## src/rtl/clk_rst_seq_if.sv

```systemverilog
// Control/status bundle for the staged-reset and clock-enable sequencer.
interface clk_rst_seq_if #(
    parameter int N_STAGE = 3,
    parameter int CNT_W   = 8,
    parameter int DIV_W   = 4
);
    logic               start;
    logic               stop;
    logic [CNT_W-1:0]   hold_cycles;
    logic [DIV_W-1:0]   div;
    logic [N_STAGE-1:0] rst_out;
    logic               ce;
    logic               busy;
    logic               running;
    logic               done;

    modport master (
        output start, stop, hold_cycles, div,
        input  rst_out, ce, busy, running, done
    );

    modport slave (
        input  start, stop, hold_cycles, div,
        output rst_out, ce, busy, running, done
    );
endinterface

```

## src/rtl/clk_rst_seq.sv

```systemverilog
// Staged reset release/re-assert sequencer with a programmable-rate clock enable.
// All outputs come straight from flops updated on the rising edge of clk.
module clk_rst_seq #(
    parameter int N_STAGE = 3,
    parameter int CNT_W   = 8,
    parameter int DIV_W   = 4
) (
    input  logic         clk,
    input  logic         rst,
    clk_rst_seq_if.slave bus
);
    typedef enum logic [1:0] {IDLE, RELEASE, RUN, DRAIN} state_t;

    localparam logic [N_STAGE-1:0] ALL_ONES = {N_STAGE{1'b1}};

    state_t             state_reg, state_next;
    logic [CNT_W-1:0]   hold_cnt_reg, hold_cnt_next;
    logic [DIV_W-1:0]   div_cnt_reg, div_cnt_next;
    logic [CNT_W-1:0]   h_reg, h_next;
    logic [DIV_W-1:0]   d_reg, d_next;
    logic [N_STAGE-1:0] rst_out_reg, rst_out_next;
    logic               ce_reg, ce_next;
    logic               busy_reg, busy_next;
    logic               running_reg, running_next;
    logic               done_reg, done_next;

    // Resets form a thermometer code: release shifts a zero in from bit 0,
    // drain shifts a one in from the top.
    logic [N_STAGE-1:0] rel_shift, drn_shift;

    generate
        for (genvar gi = 0; gi < N_STAGE; gi++) begin : g_shift
            if (gi == 0) begin : g_rel_lo
                assign rel_shift[gi] = 1'b0;
            end else begin : g_rel_hi
                assign rel_shift[gi] = rst_out_reg[gi-1];
            end
            if (gi == N_STAGE - 1) begin : g_drn_top
                assign drn_shift[gi] = 1'b1;
            end else begin : g_drn_low
                assign drn_shift[gi] = rst_out_reg[gi+1];
            end
        end
    endgenerate

    always_ff @(posedge clk or posedge rst) begin
        if (rst) begin
            state_reg    <= IDLE;
            hold_cnt_reg <= '0;
            div_cnt_reg  <= '0;
            h_reg        <= '0;
            d_reg        <= '0;
            rst_out_reg  <= ALL_ONES;
            ce_reg       <= 1'b0;
            busy_reg     <= 1'b0;
            running_reg  <= 1'b0;
            done_reg     <= 1'b0;
        end else begin
            state_reg    <= state_next;
            hold_cnt_reg <= hold_cnt_next;
            div_cnt_reg  <= div_cnt_next;
            h_reg        <= h_next;
            d_reg        <= d_next;
            rst_out_reg  <= rst_out_next;
            ce_reg       <= ce_next;
            busy_reg     <= busy_next;
            running_reg  <= running_next;
            done_reg     <= done_next;
        end
    end

    always_comb begin
        state_next    = state_reg;
        hold_cnt_next = hold_cnt_reg;
        div_cnt_next  = div_cnt_reg;
        h_next        = h_reg;
        d_next        = d_reg;
        rst_out_next  = rst_out_reg;
        ce_next       = 1'b0;
        done_next     = 1'b0;

        unique case (state_reg)
            IDLE: begin
                if (bus.start) begin
                    h_next        = bus.hold_cycles;
                    d_next        = bus.div;
                    hold_cnt_next = '0;
                    state_next    = RELEASE;
                end
            end
            RELEASE: begin
                if (bus.stop) begin
                    rst_out_next  = ALL_ONES;
                    hold_cnt_next = '0;
                    done_next     = 1'b1;
                    state_next    = IDLE;
                end else if (hold_cnt_reg == h_reg) begin
                    rst_out_next  = rel_shift;
                    hold_cnt_next = '0;
                    if (rel_shift == '0) begin
                        div_cnt_next = '0;
                        ce_next      = 1'b1;
                        state_next   = RUN;
                    end
                end else begin
                    hold_cnt_next = hold_cnt_reg + 1'b1;
                end
            end
            RUN: begin
                if (bus.stop) begin
                    hold_cnt_next = '0;
                    state_next    = DRAIN;
                end else begin
                    // ce for the next cycle fires exactly when the divider wraps.
                    div_cnt_next = (div_cnt_reg == d_reg) ? '0 : div_cnt_reg + 1'b1;
                    ce_next      = (div_cnt_reg == d_reg);
                end
            end
            DRAIN: begin
                if (hold_cnt_reg == h_reg) begin
                    rst_out_next  = drn_shift;
                    hold_cnt_next = '0;
                    if (drn_shift == ALL_ONES) begin
                        done_next  = 1'b1;
                        state_next = IDLE;
                    end
                end else begin
                    hold_cnt_next = hold_cnt_reg + 1'b1;
                end
            end
            default: state_next = IDLE;
        endcase

        busy_next    = (state_next != IDLE);
        running_next = (state_next == RUN);
    end

    assign bus.rst_out = rst_out_reg;
    assign bus.ce      = ce_reg;
    assign bus.busy    = busy_reg;
    assign bus.running = running_reg;
    assign bus.done    = done_reg;
endmodule

```

## src/flat_wrapper.sv

```systemverilog
// flat-port wrapper written by rule: the top's interface ports become plain ports
module clk_rst_seq_flat 
#(
    parameter int N_STAGE = 3,
    parameter int CNT_W   = 8,
    parameter int DIV_W   = 4
)
  (clk, rst, bus_start, bus_stop, bus_hold_cycles, bus_div, bus_rst_out, bus_ce, bus_busy, bus_running, bus_done);
  clk_rst_seq_if #(.N_STAGE(N_STAGE), .CNT_W(CNT_W), .DIV_W(DIV_W)) bus_i ();
  input  logic clk;
  input  logic rst;
  input wire logic [$bits(bus_i.start)-1:0] bus_start;
  input wire logic [$bits(bus_i.stop)-1:0] bus_stop;
  input wire logic [$bits(bus_i.hold_cycles)-1:0] bus_hold_cycles;
  input wire logic [$bits(bus_i.div)-1:0] bus_div;
  output wire logic [$bits(bus_i.rst_out)-1:0] bus_rst_out;
  output wire logic [$bits(bus_i.ce)-1:0] bus_ce;
  output wire logic [$bits(bus_i.busy)-1:0] bus_busy;
  output wire logic [$bits(bus_i.running)-1:0] bus_running;
  output wire logic [$bits(bus_i.done)-1:0] bus_done;
  assign bus_i.start = bus_start;
  assign bus_i.stop = bus_stop;
  assign bus_i.hold_cycles = bus_hold_cycles;
  assign bus_i.div = bus_div;
  assign bus_rst_out = bus_i.rst_out;
  assign bus_ce = bus_i.ce;
  assign bus_busy = bus_i.busy;
  assign bus_running = bus_i.running;
  assign bus_done = bus_i.done;
  clk_rst_seq #(.N_STAGE(N_STAGE), .CNT_W(CNT_W), .DIV_W(DIV_W)) u_core (.clk(clk), .rst(rst), .bus(bus_i));
endmodule
```

## config.mk

```make
export PLATFORM = sky130hd
export DESIGN_NAME = clk_rst_seq_flat
export DESIGN_NICKNAME = d
export VERILOG_FILES = /design/src/rtl/clk_rst_seq_if.sv /design/src/rtl/clk_rst_seq.sv /design/src/flat_wrapper.sv
export SDC_FILE = /design/constraint.sdc
export NUM_CORES = 1
export LEC_CHECK = 0
export BUFFER_PORTS_ARGS = -buffer_cell sky130_fd_sc_hd__buf_2
export CORE_ASPECT_RATIO = 0.75
export CORE_MARGIN = 2
export CORE_UTILIZATION = 30
export DETAILED_ROUTE_END_ITERATION = 16
export PLACE_DENSITY = 0.53
export SYNTH_ARGS = -nofsm -noshare
export SYNTH_HDL_FRONTEND = slang
export SYNTH_SLANG_ARGS = --single-unit
export TNS_END_PERCENT = 1
```

## constraint.sdc

```tcl
create_clock -name clk -period 5.6 [get_ports clk]
set_clock_uncertainty 0.15 [all_clocks]
set_input_delay 0.28 -clock clk [delete_from_list [all_inputs] [get_ports clk]]
set_output_delay 0.28 -clock clk [all_outputs]
set_load 0.01 [all_outputs]
```

-- Word level (Yosys, flattened, before mapping)
Cells that the tools add are included.
- register bits after elaboration: 33
- input port bits: 16
- output and inout bits: 7
- logic and storage cells: 68
- $add $sub $neg: 2
- eq/ne operators: 15
- muxes and demuxes: 32
- reduce and logical (&&, ||, !) cells: 9
- operator list (operator ; number):
    $mux W8 ; 4
    $pmux W8 S4 ; 1
    $mux W4 ; 5
    $mux W2 ; 7
    $mux W3 ; 3
    $add A8 B1 Y8 const B ; 1
    $eq A2 B2 Y1 const B ; 4
    $eq A8 B8 Y1 ; 1
    $ne A2 B2 Y1 const B ; 4
    $pmux W2 S4 ; 1
    $pmux W4 S2 ; 1
    $mux W1 ; 7
    $ne A2 B1 Y1 const B ; 3
    $pmux W3 S2 ; 1
    $reduce_bool A2 Y1 ; 3
    $reduce_and A5 Y1 ; 1
    $add A4 B1 Y4 const B ; 1
    $eq A4 B4 Y1 ; 1
    $pmux W1 S2 ; 2
    $reduce_and A2 Y1 ; 2
    $logic_not A3 Y1 ; 1
    $ne A3 B2 Y1 const B ; 1
    $reduce_and A3 Y1 ; 1
    $eq A2 B1 Y1 const B ; 1
    $logic_not A2 Y1 ; 1

-- Logic depth before layout (Yosys ltp)
- depth in word-level cells: 6
- mapped depth: 7

-- Worst setup path before layout
Ideal clock, no wire load.
- path kind: register -> register
- start point: register u_core.state_reg[1]
- end point: register u_core.div_cnt_reg[3]
- library setup time: 0.092 ns
- data arrival time: 1.640 ns
- required time: 5.358 ns
- slack: 3.718 ns
- cell stages (with the launch flop): 8
- path buffers: 0
- clock period less this slack: 1.882 ns
- path through: dfrtp_1 > inv_1 > ha_1 > and2b_1 > nand2_1 > o32a_4 > nand2b_4 > o31ai_2
- longest elaborated chain between the ends: 3
- elaborated cells between the ends (all ways): 9
- those cells by class: eq/ne (6); mux (1); reduce/logical (2)
- RTL lines (element ; RTL line ; source):
    from (decl) ; clk_rst_seq.sv:16 ; state_t state_reg, state_next;
    from (signal assigned) ; clk_rst_seq.sv:59 ; state_reg <= state_next;
    $eq A2 B1 Y1 or $eq A2 B2 Y1 (tied branches) ; clk_rst_seq.sv:82 ; unique case (state_reg)
    $ne A2 B1 Y1 (no source line) (tied with other cells) ; - ;
    $reduce_and A5 Y1 (no source line) ; - ;
    to (signal assigned) ; clk_rst_seq.sv:61 ; div_cnt_reg <= div_cnt_next;
    to (decl) ; clk_rst_seq.sv:18 ; logic [DIV_W-1:0] div_cnt_reg, div_cnt_next;
Several ways; a longest one is shown, not always the timed one.
A chain may end at the register's enable or synchronous reset.

-- Worst setup path after layout
- start point: register u_core.state_reg[0]
- end point: register u_core.hold_cnt_reg[7]
- longest elaborated chain between the ends: 3
- elaborated cells between the ends (all ways): 8
- those cells by class: eq/ne (5); mux (1); reduce/logical (2)
- RTL lines (element ; RTL line ; source):
    $eq A2 B2 Y1 or $logic_not A2 Y1 (tied branches) ; clk_rst_seq.sv:82 ;
    $ne A2 B2 Y1 (no source line) ; - ;
    $reduce_and A2 Y1 (no source line) ; - ;
    to (signal assigned) ; clk_rst_seq.sv:60 ; hold_cnt_reg <= hold_cnt_next;
    to (decl) ; clk_rst_seq.sv:17 ; logic [CNT_W-1:0] hold_cnt_reg, hold_cnt_next;
Several ways; a longest one is shown, not always the timed one.

==> flow_summary.json <==
{
  "ant_nets": 0,
  "yosys_warnings": 0,
  "maxCapViolCount": 0,
  "reg2reg_slack_ps": 3410,
  "final_layout_size_suffix_gt1_frac": 0.266,
  "start_util": 0.309,
  "h-tree-depth": 2,
  "vias_per_cell": 4.71,
  "cts-hold-fix-buffers": 1,
  "fp.coreArea_sq_um": 5770,
  "leakagePower_nw": 0.894,
  "root_buffer": "clkbuf_8",
  "cts.clk_slew.worst_paths_ps": 70,
  "worstSetupPathType": "register to register",
  "max_freq_ghz": 0.457,
  "combPwrFrac": 0.331,
  "num_vias": 1304,
  "setup_viol": 0,
  "p_seq_frac": 0.444,
  "tns_ps": 0,
  "hold_class": "primary input to register",
  "yosysTopAreaCell": "dfrtp_1",
  "grt-ovfl-total": 0,
  "clockBufferDepth": 2,
  "antenna_found_initial": 0,
  "cts_tree": "done",
  "cp-end-kind": "register",
  "port_buffers": 22,
  "grt_pass1_wl_microns": 6110,
  "worstPathCellList": "inv_1 -> ha_1 -> nor2b_1 -> a211oi_1 -> nand3_1 -> xor2_1 -> nor2_1",
  "gp_congestion": 0.821,
  "wl_per_cell_microns": 12.9,
  "first_pass_iters": 4,
  "worst-r2r-cell-count": 7,
  "min_period_ps": 2190,
  "vdd_drop_max_v": 0.000143,
  "cp_max_fo": 8,
  "worst_path_largest_cell_delay_ps": 510,
  "syn2layout_area_growth_pct": 16.8,
  "critPathArrivalTime_ps": 2220,
  "synth_common_cells": "30 x dfrtp_1, 14 x nor2_1, 13 x nand2_1, 12 x mux2_2",
  "netlist_instances": 170,
  "yosysMostFrequentCell": "dfrtp_1",
  "rsz0062_at_grt": "false",
  "synthFlopType": "dfrtp_1",
  "cts_made_buffers": 5,
  "reg2reg_to": "u_core.hold_cnt_reg[7]",
  "synthesis.area_sq_um": 1780,
  "p_total_w": 0.000790,
  "track_usage": 0.120,
  "grt_pass1_vias": 1252,
  "grt.met2_usage": 0.171,
  "async_reset_ff_frac": 1.00,
  "slowest_stage": "a211oi_1",
  "p_per_area_nw_per_um2": 380,
  "power_frac_clock": 0.225,
  "worst_pin_slew_ps": 568,
  "num_antenna_cells": 0,
  "hold_violations": 0,
  "max_slew_margin": 0.619,
  "hold_ws_ps": 61.8,
  "num_rows": 24,
  "netSwitchingFraction": 0.347,
  "worstPathRequired_ps": 5630,
  "drtIter0Drc": 50,
  "seq_area_frac_synth": 0.466,
  "synth_nets": 193,
  "drv_slew": 0,
  "fin_crit_sh": 0.391,
  "io_pins": 23,
  "crit_path_start": "u_core.state_reg[0]",
  "drc": 0,
  "die_h_microns": 70.7,
  "wirelength_microns": 3580,
  "globalRouteMet1Util": 0.167,
  "die_area_sq_um": 6580,
  "grt_max_degree": 34,
  "cp_top_family": "compound AO/OA/AOI/OAI gates",
  "synth.avg_cell_area_sq_um": 10.5,
  "synth_edf_count": 0,
  "synthTopCellsByArea": "dfrtp_1 42%, mux2_2 7.6%, ha_1 4.9%",
  "postCtsSetupRepairBufs": 0,
  "critPathLaunchType": "register",
  "die_w_microns": 93.0,
  "hold_end": "u_core.h_reg[7]",
  "ys_seq_elements": 33,
  "finalNetCount": 221,
  "worstSkewPairLatency_ps": 290,
  "path_buf_inv": 1,
  "worstHoldStart": "bus_hold_cycles[7]",
  "p_int_w": 0.000516,
  "synth_top_cell_area_share": 0.421,
  "switchingPower_w": 0.000274,
  "detailed_place_hpwl_microns": 2630,
  "min_path_cells": 2,
  "synth_cell_types": 41,
  "use_met3": 0.0501,
  "top_usage_layer": "met2",
  "worstReg2RegStart": "u_core.state_reg[0]",
  "clock-sinks": 33,
  "cts_resized": 0,
  "status": "complete, no violations"
}
[cells by family (layout without fill, tap and decap cells)]
logic type	Yosys count	count (layout)	share of synthesized area
compound gates	30	30	0.119
xor+xnor	18	18	0.0885
fa+ha+maj	7	7	0.0492
buf+inv	11	40	0.0239
flops	33	33	0.466
mux	14	14	0.0885
simple gates	57	57	0.166
[final cells by class]
type	count	area (sq um)
timing repair buffer	24	128
fill	611	3680
tap	78	97.6
clock buffer	5	68.8
clock inverter	3	17.5
multi-input combinational	126	910
sequential	33	830
inverter	8	30.0
[cell usage in the layout (no fill, tap or decap), types with 2 or more instances in the layout]
cell,n
nor2b_1,3
o31ai_1,2
nand2b_1,5
xor2_1,9
inv_1,8
a21oi_1,3
mux2_2,12
nand4_1,3
ha_1,7
o21ai_0,6
o22ai_1,2
buf_2,22
nor4_1,3
dfrtp_1,30
nand3_1,6
o21ai_1,7
clkbuf_8,5
and2_1,2
clkinv_2,2
dfstp_2,3
nand2_1,13
xnor2_1,9
nor2_1,14
mux2_1,2
[worst max-delay path by stage]
| stage | slack (ps) | end | cells after the start |
|---|---|---|---|
| 3_5_place_dp | 3440 | u_core.hold_cnt_reg[7] | 7 |
| 5_1_grt | 3220 | u_core.hold_cnt_reg[7] | 7 |
| 3_3_place_gp | 3420 | u_core.div_cnt_reg[3] | 7 |
| 6_report | 3410 | u_core.hold_cnt_reg[7] | 7 |
| 2_1_floorplan | 3720 | u_core.div_cnt_reg[3] | 7 |
| 4_1_cts | 3420 | u_core.hold_cnt_reg[7] | 7 |
[power groups by stage]
stage	combinational [W]	clock, W	sequential (W)
2_1_floorplan	0.000206	0	0.000346
4_1_cts	0.000265	0.000184	0.000352
3_5_place_dp	0.000264	0	0.000357
6_report	0.000261	0.000178	0.000350
5_1_grt	0.000293	0.000198	0.000360
3_3_place_gp	0.000265	0	0.000355
[metrics by stage]
| step | std cells | cell area (sq um) | setup slack, ps | util |
|---|---|---|---|---|
| final | 277 | 2080 | 3410 | 0.361 |
| after global routing | 277 | 2080 | 3220 | 0.361 |
| after CTS | 277 | 2080 | 3420 | 0.361 |
| after detailed placement | 268 | 1980 | 3440 | 0.344 |
| after global placement | 268 | 1980 | 3420 | 0.344 |
| after floorplan | 170 | 1780 | 3720 | - |
[worst reg2reg max path, delay by kind of cell (launching register included)]
family                   cells  cell delay [ps]
AND/OR/NAND/NOR              3              420
buffers and inverters        1              110
flip-flops                   1              380
XOR/XNOR                     1              190
AO/OA/AOI/OAI                1              510
adder cells (fa/ha/maj)      1              310
[layer usage]
layer / vias up / routed length, microns
met3: 5 / 226
met4: 0 / 32
met5: - / 0
met1: 614 / 1810
li1: 648 / -
met2: 37 / 1510
(Power assumes the default switching activity.)
